<file path="config.mk">
export PLATFORM = sky130hd
export DESIGN_NAME = lsu_ctrl
export DESIGN_NICKNAME = d
export VERILOG_FILES = /design/src/rtl/lsu_ctrl.sv
export SDC_FILE = /design/constraint.sdc
export NUM_CORES = 1
export LEC_CHECK = 0
export CORE_MARGIN = 5
export CORE_UTILIZATION = 30
export CTS_BUF_LIST = sky130_fd_sc_hd__clkbuf_8
export DETAILED_ROUTE_END_ITERATION = 8
export GPL_ROUTABILITY_DRIVEN = 0
export GPL_TIMING_DRIVEN = 0
export PLACE_DENSITY = 0.7
export SLEW_MARGIN = 20
export SYNTH_ARGS = -nofsm -noshare
export SYNTH_HDL_FRONTEND = slang
export SYNTH_SLANG_ARGS = --single-unit
</file>
<file path="constraint.sdc">
create_clock -name clk -period 2.3 [get_ports clk]
set_input_delay 0.46 -clock clk [delete_from_list [all_inputs] [get_ports clk]]
set_output_delay 0.46 -clock clk [all_outputs]
set_load 0.1 [all_outputs]
</file>
<file path="src/rtl/lsu_ctrl.sv">
// rtl/lsu_ctrl.sv - RV32I load/store sequencer with req/ack memory handshake; optional request timeout under LSU_TIMEOUT_EN
module lsu_ctrl #(
    parameter int TIMEOUT = 16,
    parameter int CNT_W   = 5
) (
    input  logic        clk,
    input  logic        rst,
    input  logic        start_load,
    input  logic        start_store,
    input  logic [2:0]  func3,
    input  logic [31:0] addr,
    input  logic [31:0] store_data,
    output logic        mem_req,
    output logic        mem_we,
    output logic [31:0] mem_addr,
    output logic [3:0]  mem_be,
    output logic [31:0] mem_wdata,
    input  logic        mem_ack,
    input  logic [31:0] mem_rdata,
    output logic [31:0] load_data,
    output logic        done,
    output logic        err,
    output logic        busy
);

    typedef enum logic [1:0] {
        IDLE = 2'd0,
        REQ  = 2'd1,
        DONE = 2'd2,
        ERR  = 2'd3
    } state_t;

    state_t      state;
    logic        op_load;
    logic [2:0]  f3_q;
    logic [1:0]  lane_q;

    logic        any_start;
    logic        both_start;
    logic        f3_bad;
    logic        misaligned;
    logic        cmd_bad;
    logic [3:0]  st_be;
    logic [31:0] st_wdata;

    // The counter has to be able to represent TIMEOUT.
    if ((2 ** CNT_W) <= TIMEOUT) begin : g_cnt_w_check
        $error("lsu_ctrl: CNT_W too narrow for TIMEOUT");
    end

`ifdef LSU_TIMEOUT_EN
    logic [CNT_W-1:0] cnt;
`endif

    // Pick the byte/half/word out of the read word and extend it.
    function automatic logic [31:0] extend_load(
        input logic [2:0]  f3,
        input logic [1:0]  lane,
        input logic [31:0] word
    );
        logic [7:0]  b;
        logic [15:0] h;
        logic [31:0] shifted;
        shifted = word >> {lane, 3'b000};
        b       = shifted[7:0];
        h       = lane[1] ? word[31:16] : word[15:0];
        case (f3)
            3'b000:  extend_load = {{24{b[7]}}, b};
            3'b100:  extend_load = {24'h0, b};
            3'b001:  extend_load = {{16{h[15]}}, h};
            3'b101:  extend_load = {16'h0, h};
            default: extend_load = word;
        endcase
    endfunction

    // Command legality and store lane steering, evaluated against the live inputs in IDLE.
    always_comb begin
        any_start  = start_load | start_store;
        both_start = start_load & start_store;
        if (start_load) begin
            f3_bad = (func3 == 3'b011) || (func3 == 3'b110) || (func3 == 3'b111);
        end else begin
            f3_bad = func3[2] || (func3[1:0] == 2'b11);
        end
        misaligned = ((func3[1:0] == 2'b01) && addr[0]) ||
                     ((func3[1:0] == 2'b10) && (addr[1:0] != 2'b00));
        cmd_bad    = both_start | f3_bad | misaligned;
        case (func3[1:0])
            2'b00: begin
                st_be    = 4'b0001 << addr[1:0];
                st_wdata = {4{store_data[7:0]}};
            end
            2'b01: begin
                st_be    = addr[1] ? 4'b1100 : 4'b0011;
                st_wdata = {2{store_data[15:0]}};
            end
            default: begin
                st_be    = 4'b1111;
                st_wdata = store_data;
            end
        endcase
    end

    // Stall the core for every non-IDLE state.
    assign busy = (state != IDLE);

    // Sequencer: accepts a command in IDLE, holds the request until ack, then pulses done/err.
    always_ff @(posedge clk or negedge rst) begin
        if (!rst) begin
            state     <= IDLE;
            mem_req   <= 1'b0;
            mem_we    <= 1'b0;
            mem_addr  <= 32'h0;
            mem_be    <= 4'h0;
            mem_wdata <= 32'h0;
            load_data <= 32'h0;
            done      <= 1'b0;
            err       <= 1'b0;
            op_load   <= 1'b0;
            f3_q      <= 3'b000;
            lane_q    <= 2'b00;
`ifdef LSU_TIMEOUT_EN
            cnt       <= '0;
`endif
        end else begin
            done <= 1'b0;
            err  <= 1'b0;
            case (state)
                IDLE: begin
                    if (any_start) begin
                        if (cmd_bad) begin
                            state <= ERR;
                            done  <= 1'b1;
                            err   <= 1'b1;
                        end else begin
                            state     <= REQ;
                            mem_req   <= 1'b1;
                            op_load   <= start_load;
                            f3_q      <= func3;
                            lane_q    <= addr[1:0];
                            mem_addr  <= {addr[31:2], 2'b00};
                            mem_we    <= start_store;
                            mem_be    <= start_load ? 4'b1111 : st_be;
                            mem_wdata <= start_load ? 32'h0 : st_wdata;
`ifdef LSU_TIMEOUT_EN
                            cnt       <= '0;
`endif
                        end
                    end
                end
                REQ: begin
                    if (mem_ack) begin
                        mem_req <= 1'b0;
                        if (op_load) begin
                            load_data <= extend_load(f3_q, lane_q, mem_rdata);
                        end
                        state <= DONE;
                        done  <= 1'b1;
                    end
`ifdef LSU_TIMEOUT_EN
                    // Ack is checked first so an ack on the final allowed cycle still completes.
                    else if (cnt == CNT_W'(TIMEOUT - 1)) begin
                        mem_req <= 1'b0;
                        cnt     <= cnt + 1'b1;
                        state   <= ERR;
                        done    <= 1'b1;
                        err     <= 1'b1;
                    end else begin
                        cnt <= cnt + 1'b1;
                    end
`endif
                end
                DONE:    state <= IDLE;
                ERR:     state <= IDLE;
                default: state <= IDLE;
            endcase
        end
    end

endmodule
</file>
==> results.toml <==
[grt]
grt_pass1_vias = 4442
grt_pass1_wl_mm = 25.1
overflow = 0
grt_max_degree = 77
antenna_found_initial = 0
grt_util_all_layers_pct = 15.8

[floorplanning]
dieWidth_um = 142
placementRows = 48
die-area_um2 = 20200
initial_core_util_pct = 30.5
design.portCount = 209
die_h_um = 142
core_um2 = 17200

[setup_path]
path_buf_inv = 1
worstSetupEndpointType = "primary output"
cp_cell_sequence = "or2_1 -> clkdlybuf4s15_2"
arrival_ns = 1.65
crit_path_start_kind = "register"
required_ns = 1.84
path_max_fanout = 7
reg2reg_slack_ns = 0.44
r2r-end = "f3_q[1]"
crit_family = "buffers and inverters"
critPathMaxStageDelay_ns = 0.60
worst-setup-path-type = "register to primary output"
slowest_stage = "clkdlybuf4s15_2"
r2r-start = "state[1]"
rr_worst_depth = 5

[min_path]
min_path_type = "register to register"
min_to = "mem_addr[20]"
hold_depth = 1
min_from = "mem_addr[20]"

[timing]
hold_viol = 0
fin_skew_ns = 0.0121
hold_slack_ns = 0.486
rsz0062_at_grt = "false"
setup_viol = 0
final.period_utilization_pct = 91.8
fmax_ghz = 0.473
maxSlewViolCount = 0
timing.final.crit_period_ns = 2.11
worst_slew_pin_slew_ns = 1.01
slew_headroom_pct = 32.6

[clock_tree]
htree_levels = 3
clock_tree.buffer_depth = 2
cts_sinks = 110
cts_tree = "done"
post-cts-setup-buffers = 0
root_buffer = "clkbuf_8"
clock_latency_ns = 0.39
clkSlewWorstSetupHoldPaths_ns = 0.10
cts_made_buffers = 9

[placement]
dp_hpwl_mm = 12.4
portBuffers = 206
place_inst = 893

[synth]
synth_area_um2 = 5230
ys.flop_type = "dfrtp_1"
yosys_warnings = 0
synth_seq_cells = 110
synth_area_leaders = "dfrtp_1, mux2_1, mux2i_1"
syn_area_per_cell_um2 = 11.4
ys_seq_area_share_pct = 52.6
synthArstFlopShare_pct = 100
synth_largest_area_cell = "dfrtp_1"
synth_edf_count = 0
syn_inst = 460
ys_types = 49
yosysTopAreaCellShare_pct = 52.6

[final_layout]
layout.nets = 784
fillers = 1683
drive_gt1_share_pct = 7.45
antennaDiodeCount = 0
regArea_um2 = 2750
area_growth_pct = 46.5
multi_input_area_um2 = 2250
layout_commonest_cell = "dfrtp_1"
layout_common_cells = "dfrtp_1, clkdlybuf4s50_1, dlygate4sd2_1"
stdcell_count = 910

[flow_run]
maxCapViolCount = 0

[detailed_routing]
ant_nets = 0
vias = 4433
first_pass_iters = 5
vias_per_cell = 4.87
wirelength_mm = 16.2
drt_iter0_markers = 263
drc = 0
drt-wirelength-per-cell_um = 17.8

[run_status]
outcome = "complete, no violations"
worst max path at each step:
| stage | from | endpoint | slack, ns | depth (start not counted) |
|---|---|---|---|---|
| after floorplan | state[1] | mem_be[0] | 0.16 | 5 |
| after global placement | rst | mem_addr[11] | -3.78 | 1 |
| after detailed placement | addr[0] | mem_wdata[15] | -0.22 | 7 |
| after CTS | state[1] | busy | 0.15 | 2 |
| after global routing | state[1] | busy | 0.11 | 2 |
| final | state[1] | busy | 0.19 | 2 |
synthesized netlist by cell type, drive strengths merged (2+ instances only):
master	instances
mux2i	23
nor2	30
nand2	41
o21bai	3
o221ai	2
o21ai	21
a222oi	3
a211o	2
a221oi	2
inv	7
nor2b	11
buf	23
a2bb2oi	2
nor3	3
a22o	2
clkbuf	11
nand3	33
a21oi	23
o22a	2
dfrtp	110
o22ai	6
mux2	82
worst reg2reg max path, stage by stage (launching register included):
cell and delay, ns:
dfrtp_1 0.45, or2_1 0.31, nor3_2 0.21, buf_4 0.24
buf_6 0.20, mux2_1 0.34
per-stage QoR:
stage	utilization [%]	area [um2]	worst slack, ns	TNS [ns]
finish	44.6	7670	0.188	0
CTS	44.6	7670	0.154	0
global placement	44.1	7580	-3.78	-425.23
global route	44.6	7670	0.110	0
floorplan	-	5240	0.165	0
detailed placement	44.3	7610	-0.216	-11.05
cells by family after synthesis:
kind of cell,after synthesis,share of synthesized area (%)
compound gates,77,9.62
buf+inv,41,4.42
flops,110,52.6
mux,105,22.1
other cells,1,0.0717
simple gates,126,11.2
registers in the layout (all words and copies together) (netlist names):
name,count
mem_addr,30
mem_req,1
state,2
f3_q,3
mem_wdata,32
load_data,32
err,1
mem_be,4
op_load,1
done,1
lane_q,2
mem_we,1
area by class of cell:
class,count,area share [%]
Sequential cell,110,35.9
Multi-Input combinational cell,310,29.4
Timing Repair Buffer,208,25.8
Tap cell,225,3.67
Buffer,34,2.68
Clock buffer,10,1.80
Clock inverter,6,0.490
Inverter,7,0.343
per-layer routing:
metal	vias to the layer above	routed length, um	track usage [%]
met2	172	7500	25.2
li1	2073	-	-
met5	-	0	0
met1	2164	6790	19.9
met4	0	263	4.65
met3	24	1610	6.42
timing repair:
item	4_1_cts	5_1_grt
setup endpoints to repair	103	0
hold buffers	1	0
gates resized for setup	105	0
hold endpoints to repair	34	0
Power is not shown: default switching activity piles up to over one toggle a cycle in this logic, so the estimate is an artifact.
